[config.mk]
export PLATFORM = sky130hd
export DESIGN_NAME = seg7_scan_ctrl
export DESIGN_NICKNAME = d
export VERILOG_FILES = /design/src/rtl/seg7_scan_ctrl.sv
export SDC_FILE = /design/constraint.sdc
export NUM_CORES = 1
export LEC_CHECK = 0
export ABC_CLOCK_PERIOD_IN_PS = 3100
export BUFFER_PORTS_ARGS = -buffer_cell sky130_fd_sc_hd__clkbuf_2
export CAP_MARGIN = 25
export CORE_MARGIN = 3
export CORE_UTILIZATION = 58
export DETAILED_ROUTE_END_ITERATION = 10
export GPL_TIMING_DRIVEN = 0
export PLACE_DENSITY = 0.88
export SLEW_MARGIN = 20
export SYNTH_ARGS = -nofsm -noshare
export SYNTH_HDL_FRONTEND = slang
export SYNTH_SLANG_ARGS = --single-unit
[constraint.sdc]
create_clock -name clock -period 3.1 [get_ports clock]
set_input_delay 0.31 -clock clock [delete_from_list [all_inputs] [get_ports clock]]
set_output_delay 0.31 -clock clock [all_outputs]
set_load 0.05 [all_outputs]
[src/rtl/seg7_scan_ctrl.sv]
// Multi-digit hex display scanner: valid/ready load into a pending register, tear-free
// commit at frame boundaries, active-low segment/digit drive. Optional blink: SEG7_BLINK_EN.
module seg7_scan_ctrl #(
    parameter int N_DIGITS  = 6,
    parameter int SCAN_DIV  = 50000
`ifdef SEG7_BLINK_EN
    ,
    parameter int BLINK_DIV = 25000000
`endif
) (
    input  logic                  clock,
    input  logic                  resetn,
    input  logic                  load_valid,
    output logic                  load_ready,
    input  logic [4*N_DIGITS-1:0] load_value,
    input  logic [N_DIGITS-1:0]   blank_mask,
    input  logic                  lz_en,
`ifdef SEG7_BLINK_EN
    input  logic [N_DIGITS-1:0]   blink_mask,
`endif
    output logic [6:0]            seg,
    output logic [N_DIGITS-1:0]   digit_sel
);

    localparam int IDX_W  = (N_DIGITS > 1) ? $clog2(N_DIGITS) : 1;
    localparam int SLOT_W = $clog2(SCAN_DIV);
    localparam logic [IDX_W-1:0]  LAST_IDX  = IDX_W'(N_DIGITS - 1);
    localparam logic [SLOT_W-1:0] LAST_SLOT = SLOT_W'(SCAN_DIV - 1);

    logic [4*N_DIGITS-1:0] display;
    logic [4*N_DIGITS-1:0] pending;
    logic                  pend_flag;
    logic [SLOT_W-1:0]     slot_cnt;
    logic [IDX_W-1:0]      scan_idx;
    logic                  slot_end;
    logic                  frame_end;
    logic                  accept;
    logic [3:0]            cur_digit;
    logic                  cur_blank;
    logic [N_DIGITS-1:0]   cur_onehot;

    function automatic logic [6:0] hex_to_seg(input logic [3:0] hex);
        case (hex)
            4'h0: hex_to_seg = 7'h40;
            4'h1: hex_to_seg = 7'h79;
            4'h2: hex_to_seg = 7'h24;
            4'h3: hex_to_seg = 7'h30;
            4'h4: hex_to_seg = 7'h19;
            4'h5: hex_to_seg = 7'h12;
            4'h6: hex_to_seg = 7'h02;
            4'h7: hex_to_seg = 7'h78;
            4'h8: hex_to_seg = 7'h00;
            4'h9: hex_to_seg = 7'h10;
            4'hA: hex_to_seg = 7'h08;
            4'hB: hex_to_seg = 7'h03;
            4'hC: hex_to_seg = 7'h46;
            4'hD: hex_to_seg = 7'h21;
            4'hE: hex_to_seg = 7'h06;
            4'hF: hex_to_seg = 7'h0E;
        endcase
    endfunction

    assign load_ready = ~pend_flag;
    assign accept     = load_valid & ~pend_flag;
    assign slot_end   = (slot_cnt == LAST_SLOT);
    assign frame_end  = slot_end && (scan_idx == LAST_IDX);

    always_ff @(posedge clock or negedge resetn) begin
        if (!resetn) begin
            slot_cnt <= '0;
            scan_idx <= '0;
        end else if (slot_end) begin
            // NOTE: state registers use non-blocking assignments so every flop samples pre-edge values.
            slot_cnt <= '0;
            scan_idx <= (scan_idx == LAST_IDX) ? '0 : scan_idx + 1'b1;
        end else begin
            slot_cnt <= slot_cnt + 1'b1;
        end
    end

    // Accept and commit are mutually exclusive: accept needs pend_flag=0, commit needs pend_flag=1.
    always_ff @(posedge clock or negedge resetn) begin
        if (!resetn) begin
            display   <= '0;
            pending   <= '0;
            pend_flag <= 1'b0;
        end else if (frame_end && pend_flag) begin
            display   <= pending;
            pend_flag <= 1'b0;
        end else if (accept) begin
            pending   <= load_value;
            pend_flag <= 1'b1;
        end
    end

`ifdef SEG7_BLINK_EN
    localparam int BLINK_W = $clog2(BLINK_DIV);
    localparam logic [BLINK_W-1:0] LAST_BLINK = BLINK_W'(BLINK_DIV - 1);

    logic [BLINK_W-1:0] blink_cnt;
    logic               blink_phase;

    always_ff @(posedge clock or negedge resetn) begin
        if (!resetn) begin
            blink_cnt   <= '0;
            blink_phase <= 1'b0;
        end else if (blink_cnt == LAST_BLINK) begin
            blink_cnt   <= '0;
            blink_phase <= ~blink_phase;
        end else begin
            blink_cnt <= blink_cnt + 1'b1;
        end
    end
`endif

    // Walk digits from the top so zero_run says whether this digit and all above it are zero.
    always_comb begin
        logic zero_run;
        // NOTE: every combinational output gets a default first, so no path can infer a latch.
        cur_digit  = 4'h0;
        cur_blank  = 1'b0;
        cur_onehot = '0;
        zero_run   = 1'b1;
        for (int i = N_DIGITS - 1; i >= 0; i--) begin
            zero_run = zero_run && (display[4*i +: 4] == 4'h0);
            if (scan_idx == IDX_W'(i)) begin
                cur_digit     = display[4*i +: 4];
                cur_blank     = blank_mask[i] || (lz_en && (i != 0) && zero_run);
`ifdef SEG7_BLINK_EN
                cur_blank     = cur_blank || (blink_phase && blink_mask[i]);
`endif
                cur_onehot[i] = 1'b1;
            end
        end
    end

    always_ff @(posedge clock or negedge resetn) begin
        if (!resetn) begin
            seg       <= 7'h7F;
            digit_sel <= '1;
        end else begin
            seg       <= cur_blank ? 7'h7F : hex_to_seg(cur_digit);
            digit_sel <= ~cur_onehot;
        end
    end

endmodule

==> impl_metrics.tcl, run 1 <==
set metrics [dict create \
    syn-num-nets 349 \
    io_pins 48 \
    num_vias 2577 \
    internal_power_mw 1.54 \
    clock-sinks 81 \
    worstMarginPinSlew_ns 0.543 \
    instances_no_fill 447 \
    clock_latency_ns 0.34 \
    fill_cells 423 \
    initial_core_util_pct 62.1 \
    post-place-ws_ns 0.171 \
    cts-buffers-inserted 9 \
    synth-seq-area-share_pct 53.6 \
    synthFlopType "dfrtp_1" \
    grt_setup_unrepaired "no" \
    cp-start-kind "register" \
    crit_path_frequent_cell "ha_1" \
    route.detailed.drc 0 \
    whs_ns 0.197 \
    clkPwrFrac_pct 37.9 \
    core_area_um2 6130 \
    num_rows 28 \
    drive_above_1_share_pct 34.4 \
    critPathMaxStageDelay_ns 0.45 \
    skew_ns 0.0103 \
    timing.final.max_slew_violations 0 \
    p_leak_nw 2.05 \
    grt_pass1_wl_mm 12.8 \
    firstDrtPassIters 4 \
    postCtsSetupBuffers 0 \
    timing.final.crit_share_pct 96.4 \
    cp_data_required_time_ns 3.36 \
    grt_pass1_vias 2657 \
    vias_per_cell 5.77 \
    status "finished clean" \
    gr-total-overflow 0 \
    syn_area_um2 3810 \
    async_flop_share_pct 100 \
    power_frac_seq_pct 56.8 \
    crit_fanout 10 \
    hold_path.class "in2reg" \
    critical-path-top-delay-family "simple AND/OR/NAND/NOR gates" \
    die_w_um 87.0 \
    area_growth_pct 14.9 \
    power.density_nw_per_um2 452 \
    port_buffers 47 \
    synth_area_leaders "dfrtp_1 (45%), mux2_2 (9.5%), dfstp_2 (9.0%)" \
    dp_cells 430 \
    worst-path-buf-inv 2 \
    grt_usage_pct 21.7 \
    switching_power_mw 0.434 \
    total_power_mw 1.98 \
    ir_drop_mv 0.383 \
    dp_hpwl_mm 5.48 \
    cts_max_level 3 \
    die_y_um 87.0 \
    nets 409 \
    critPathSlowestCell "dfrtp_1" \
    routed_wl_mm 7.39 \
    yosys.area.top_type_share_pct 44.7 \
    yosys.area.top_type "dfrtp_1" \
    layout.area.seq_um2 2040 \
    synth_area_per_cell_um2 12.4 \
    end_kind "register" \
    wl_per_cell_um 16.5 \
    clk_pin_slew_ns 0.08 \
    p_comb_share_pct 5.4 \
    cts_buffer_depth 2 \
    critical_path.cell_chain "and2_1 > ha_1 > buf_2 > o311ai_0 > o21ai_0 > or2_2 > ha_1 > inv_1 > mux4_2 > nand2b_1" \
    synth_cells 307 \
    antenna_found_initial 0 \
    dieArea_um2 7580 \
    drt-initial-drc-count 225 \
    root_buffer "clkbuf_8" \
    crit_arrival_ns 3.25 \
    tns_ns 0 \
    fin_crit_ns 2.99 \
    place_congestion 0.922 \
    yosysWarnings 0 \
    synth_commonest_cells "dfrtp_1 (68), mux2_2 (32), mux2_1 (19), nand2_1 (18), nor2_1 (17)" \
    ant_nets 0 \
    max_freq_ghz 0.335 \
    multi_input_area_um2 1640 \
    setup_ws_ns 0.112 \
    cts_tree "done" \
    grt_max_degree 57 \
    yosysUniqueCellTypes 57 \
    netSwitchingFraction_pct 22.0 \
    ys_seq_elements 81 \
    synth_edf_count 0 \
    critPathKind "reg2reg" \
    cap_violations 0 \
    slew_headroom_pct 63.8 \
    finalSetupViolCount 0 \
    yosysMostFrequentCell "dfrtp_1" \
    finalHoldViolations 0 \
    num_antenna_cells 0 \
]
-- state kept, by name (all words and copies together), names as in the netlist --
register,cells
display,24
pending,24
slot_cnt,16
seg,7
digit_sel,6
scan_idx,3
pend_flag,1
-- metal layers --
layer | share of wire (%) | GRT usage [%]
met1 | 45 | 29.0
met2 | 48 | 35.7
met3 | 5.5 | 4.73
met4 | 1.3 | 6.52
met5 | 0 | 0
-- cell usage in the layout, fill, tap and decap left out, types with 8 or more instances in the layout --
cell and instances:
ha_1 8, nand3_1 14, mux2_2 32, mux2_1 19
clkbuf_2 46, dfrtp_1 67, dfstp_2 13, nor2_1 17
inv_1 8, clkbuf_8 10, nand2_1 18
-- cells by family (layout without fill, tap and decap cells) --
family / Yosys count / count (layout) / share of synthesized area, %
buf+inv: 23 / 88 / 3.22
simple gates: 93 / 93 / 13.4
fa+ha+maj: 8 / 8 / 2.63
compound gates: 30 / 30 / 6.64
flops: 81 / 81 / 53.6
mux: 59 / 59 / 17.5
xor+xnor: 13 / 13 / 2.99
-- path summary, 6_finish.rpt --
path | end | slack, ns | start | cells after the start
min reg2reg | slot_cnt[0] | 0.49 | slot_cnt[0] | 1
min | pending[17] | 0.20 | load_value[17] | 2
max reg2reg | seg[3] | 0.11 | scan_idx[0] | 10
max | seg[3] | 0.11 | scan_idx[0] | 10
min in group asynchronous | slot_cnt[12] | 0.44 | resetn | 2
max in group asynchronous | pending[14] | 2.08 | resetn | 3
-- power groups by stage --
stage          Sequential [mW]  Clock (mW)  Combinational (mW)
6_report                  1.12       0.748               0.106
5_1_grt                   1.13       0.809               0.118
4_1_cts                   1.12       0.763               0.109
3_5_place_dp              1.14           0               0.108
3_3_place_gp              1.14           0              0.0974
2_1_floorplan             1.15           0              0.0373
-- per-stage QoR --
| step | cell area [µm²] | util [%] |
|---|---|---|
| CTS | 4370 | 71.3 |
| finish | 4380 | 71.4 |
| detailed placement | 4170 | 68.0 |
| floorplan | 3810 | - |
| global placement | 4140 | 67.5 |
| global route | 4380 | 71.4 |
-- cell type report --
class,count,share of cell area (%)
clock buffers,11,3.23
flip-flops and latches,81,46.7
clock inverters,5,1.26
multi-input cells,203,37.5
inverters,8,0.686
repair buffers,49,6.29
plain buffers,15,2.12
well taps,75,2.14
-- repair_timing --
| action | CTS | global route |
|---|---|---|
| hold endpoints to repair | 12 | 0 |
| endpoints found under the setup margin | 0 | 1 |
| resized for setup | 0 | 1 |
| hold buffers | 1 | 0 |
No activity file was read; power rests on OpenSTA's default activity.
==> run 2: changes to the inputs <==
Settings changed: CELL_PAD_IN_SITES_DETAIL_PLACEMENT from default to 1, CELL_PAD_IN_SITES_GLOBAL_PLACEMENT from default to 1, CORE_ASPECT_RATIO from default to 1.25, CORE_UTILIZATION 58 to 47.
==> impl_metrics.tcl, run 2 (same netlist as run 1, synthesis figures left out) <==
set metrics [dict create \
    crit_arrival_ns 3.21 \
    worstMarginPinSlew_ns 0.601 \
    total_power_mw 1.90 \
    cts-buffers-inserted 9 \
    netSwitchingFraction_pct 23.1 \
    fin_crit_ns 2.94 \
    die_w_um 86.5 \
    critPathSlowestCell "dfrtp_1" \
    power.density_nw_per_um2 436 \
    cts_tree "done" \
    hold_path.class "in2reg" \
    cts_buffer_depth 2 \
    grt_setup_unrepaired "no" \
    dp_hpwl_mm 6.55 \
    route.detailed.drc 0 \
    critPathKind "reg2reg" \
    grt_max_degree 42 \
    max_freq_ghz 0.341 \
    ir_drop_mv 0.347 \
    timing.final.crit_share_pct 94.7 \
    critical-path-top-delay-family "simple AND/OR/NAND/NOR gates" \
    io_pins 48 \
    num_rows 36 \
    slew_headroom_pct 59.3 \
    clock-sinks 81 \
    critPathMaxStageDelay_ns 0.46 \
    place_congestion 0.812 \
    crit_path_frequent_cell "ha_1" \
    die_y_um 107 \
    gr-total-overflow 0 \
    antenna_found_initial 0 \
    routed_wl_mm 8.56 \
    status "finished clean" \
    finalHoldViolations 0 \
    root_buffer "clkbuf_8" \
    power_frac_seq_pct 59.1 \
    vias_per_cell 5.63 \
    cts_max_level 3 \
    num_vias 2630 \
    finalSetupViolCount 0 \
    top_regs "display (24), pending (24), slot_cnt (16)" \
    final_common_cell "dfrtp_1" \
    crit_fanout 10 \
    grt_usage_pct 20.4 \
    cp_data_required_time_ns 3.38 \
    end_kind "register" \
    wl_per_cell_um 18.3 \
    grt_pass1_vias 2945 \
    finish.utilization_pct 55.7 \
    core_area_um2 7840 \
    cp-start-kind "register" \
    critical_path.cell_chain "and2_1 > ha_1 > buf_2 > o311ai_0 > o21ai_1 > or2_2 > ha_1 > inv_1 > mux4_2 > nand2b_1" \
    timing.final.max_slew_violations 0 \
    initial_core_util_pct 48.6 \
    p_leak_nw 2.04 \
    area_growth_pct 14.6 \
    drive_above_1_share_pct 33.9 \
    skew_ns 0.0122 \
    cap_violations 0 \
    grt_pass1_wl_mm 14.5 \
    internal_power_mw 1.46 \
    worst-path-buf-inv 2 \
    dieArea_um2 9230 \
    final_cell_mix "dfrtp_1 (67), clkbuf_2 (46), mux2_2 (32)" \
    firstDrtPassIters 4 \
    clk_pin_slew_ns 0.08 \
    p_comb_share_pct 5.5 \
    clock_latency_ns 0.36 \
    switching_power_mw 0.439 \
    clkPwrFrac_pct 35.4 \
    nets 409 \
    ant_nets 0 \
    port_buffers 47 \
    drt-initial-drc-count 147 \
    tns_ns 0 \
    num_antenna_cells 0 \
]
-- run 2: area by class of cell --
| class | instances | area (µm²) |
|---|---|---|
| plain buffers | 15 | 92.6 |
| clock buffers | 13 | 149 |
| clock inverters | 3 | 17.5 |
| fillers | 872 | 3470 |
| inverters | 8 | 30.0 |
| multi-input cells | 203 | 1640 |
| flip-flops and latches | 81 | 2040 |
| well taps | 95 | 119 |
| repair buffers | 49 | 268 |
-- run 2: final timing paths --
check | slack (ns) | start | end | depth (start not counted)
min in group asynchronous | 0.51 | resetn | slot_cnt[4] | 2
worst min register to register | 0.48 | slot_cnt[0] | slot_cnt[0] | 1
worst min-delay path | 0.18 | load_value[20] | pending[20] | 2
worst max-delay path | 0.16 | scan_idx[0] | seg[3] | 10
worst max register to register | 0.16 | scan_idx[0] | seg[3] | 10
max in group asynchronous | 1.94 | resetn | seg[2] | 3
-- run 2: timing repair --
item | 4_1_cts | 5_1_grt
endpoints found under the setup margin | 0 | 1
buffers inserted | 0 | 0
hold buffers | 1 | 0
hold endpoints to repair | 29 | 0
gates resized for setup | 0 | 2
-- run 2: power by group through the flow --
stage	clock, mW	sequential, mW	combinational (mW)
after floorplan	0	1.15	0.0373
after CTS	0.695	1.12	0.109
after global placement	0	1.14	0.0986
final	0.673	1.12	0.105
after detailed placement	0	1.14	0.108
after global routing	0.751	1.13	0.118
-- run 2: per-layer routing --
metal  up-vias  global-route usage, %  routed length (µm)
met5         -                      0                   0
met4         0                   7.80                 176
met3        14                   5.30                 314
met2        50                   35.6                4630
met1      1344                   23.8                3430
li1       1222                      -                   -
-- run 2: through the flow --
stage                     cell area, µm²  hold slack, ns  setup slack (ns)  std cells
after global placement              4160           0.462             0.228        449
after floorplan                     3810          0.0144             0.442        307
after detailed placement            4190           0.379             0.181        450
after CTS                           4360           0.167             0.136        467
final                               4360           0.183             0.164        467
after global routing                4360           0.161           0.00908        467
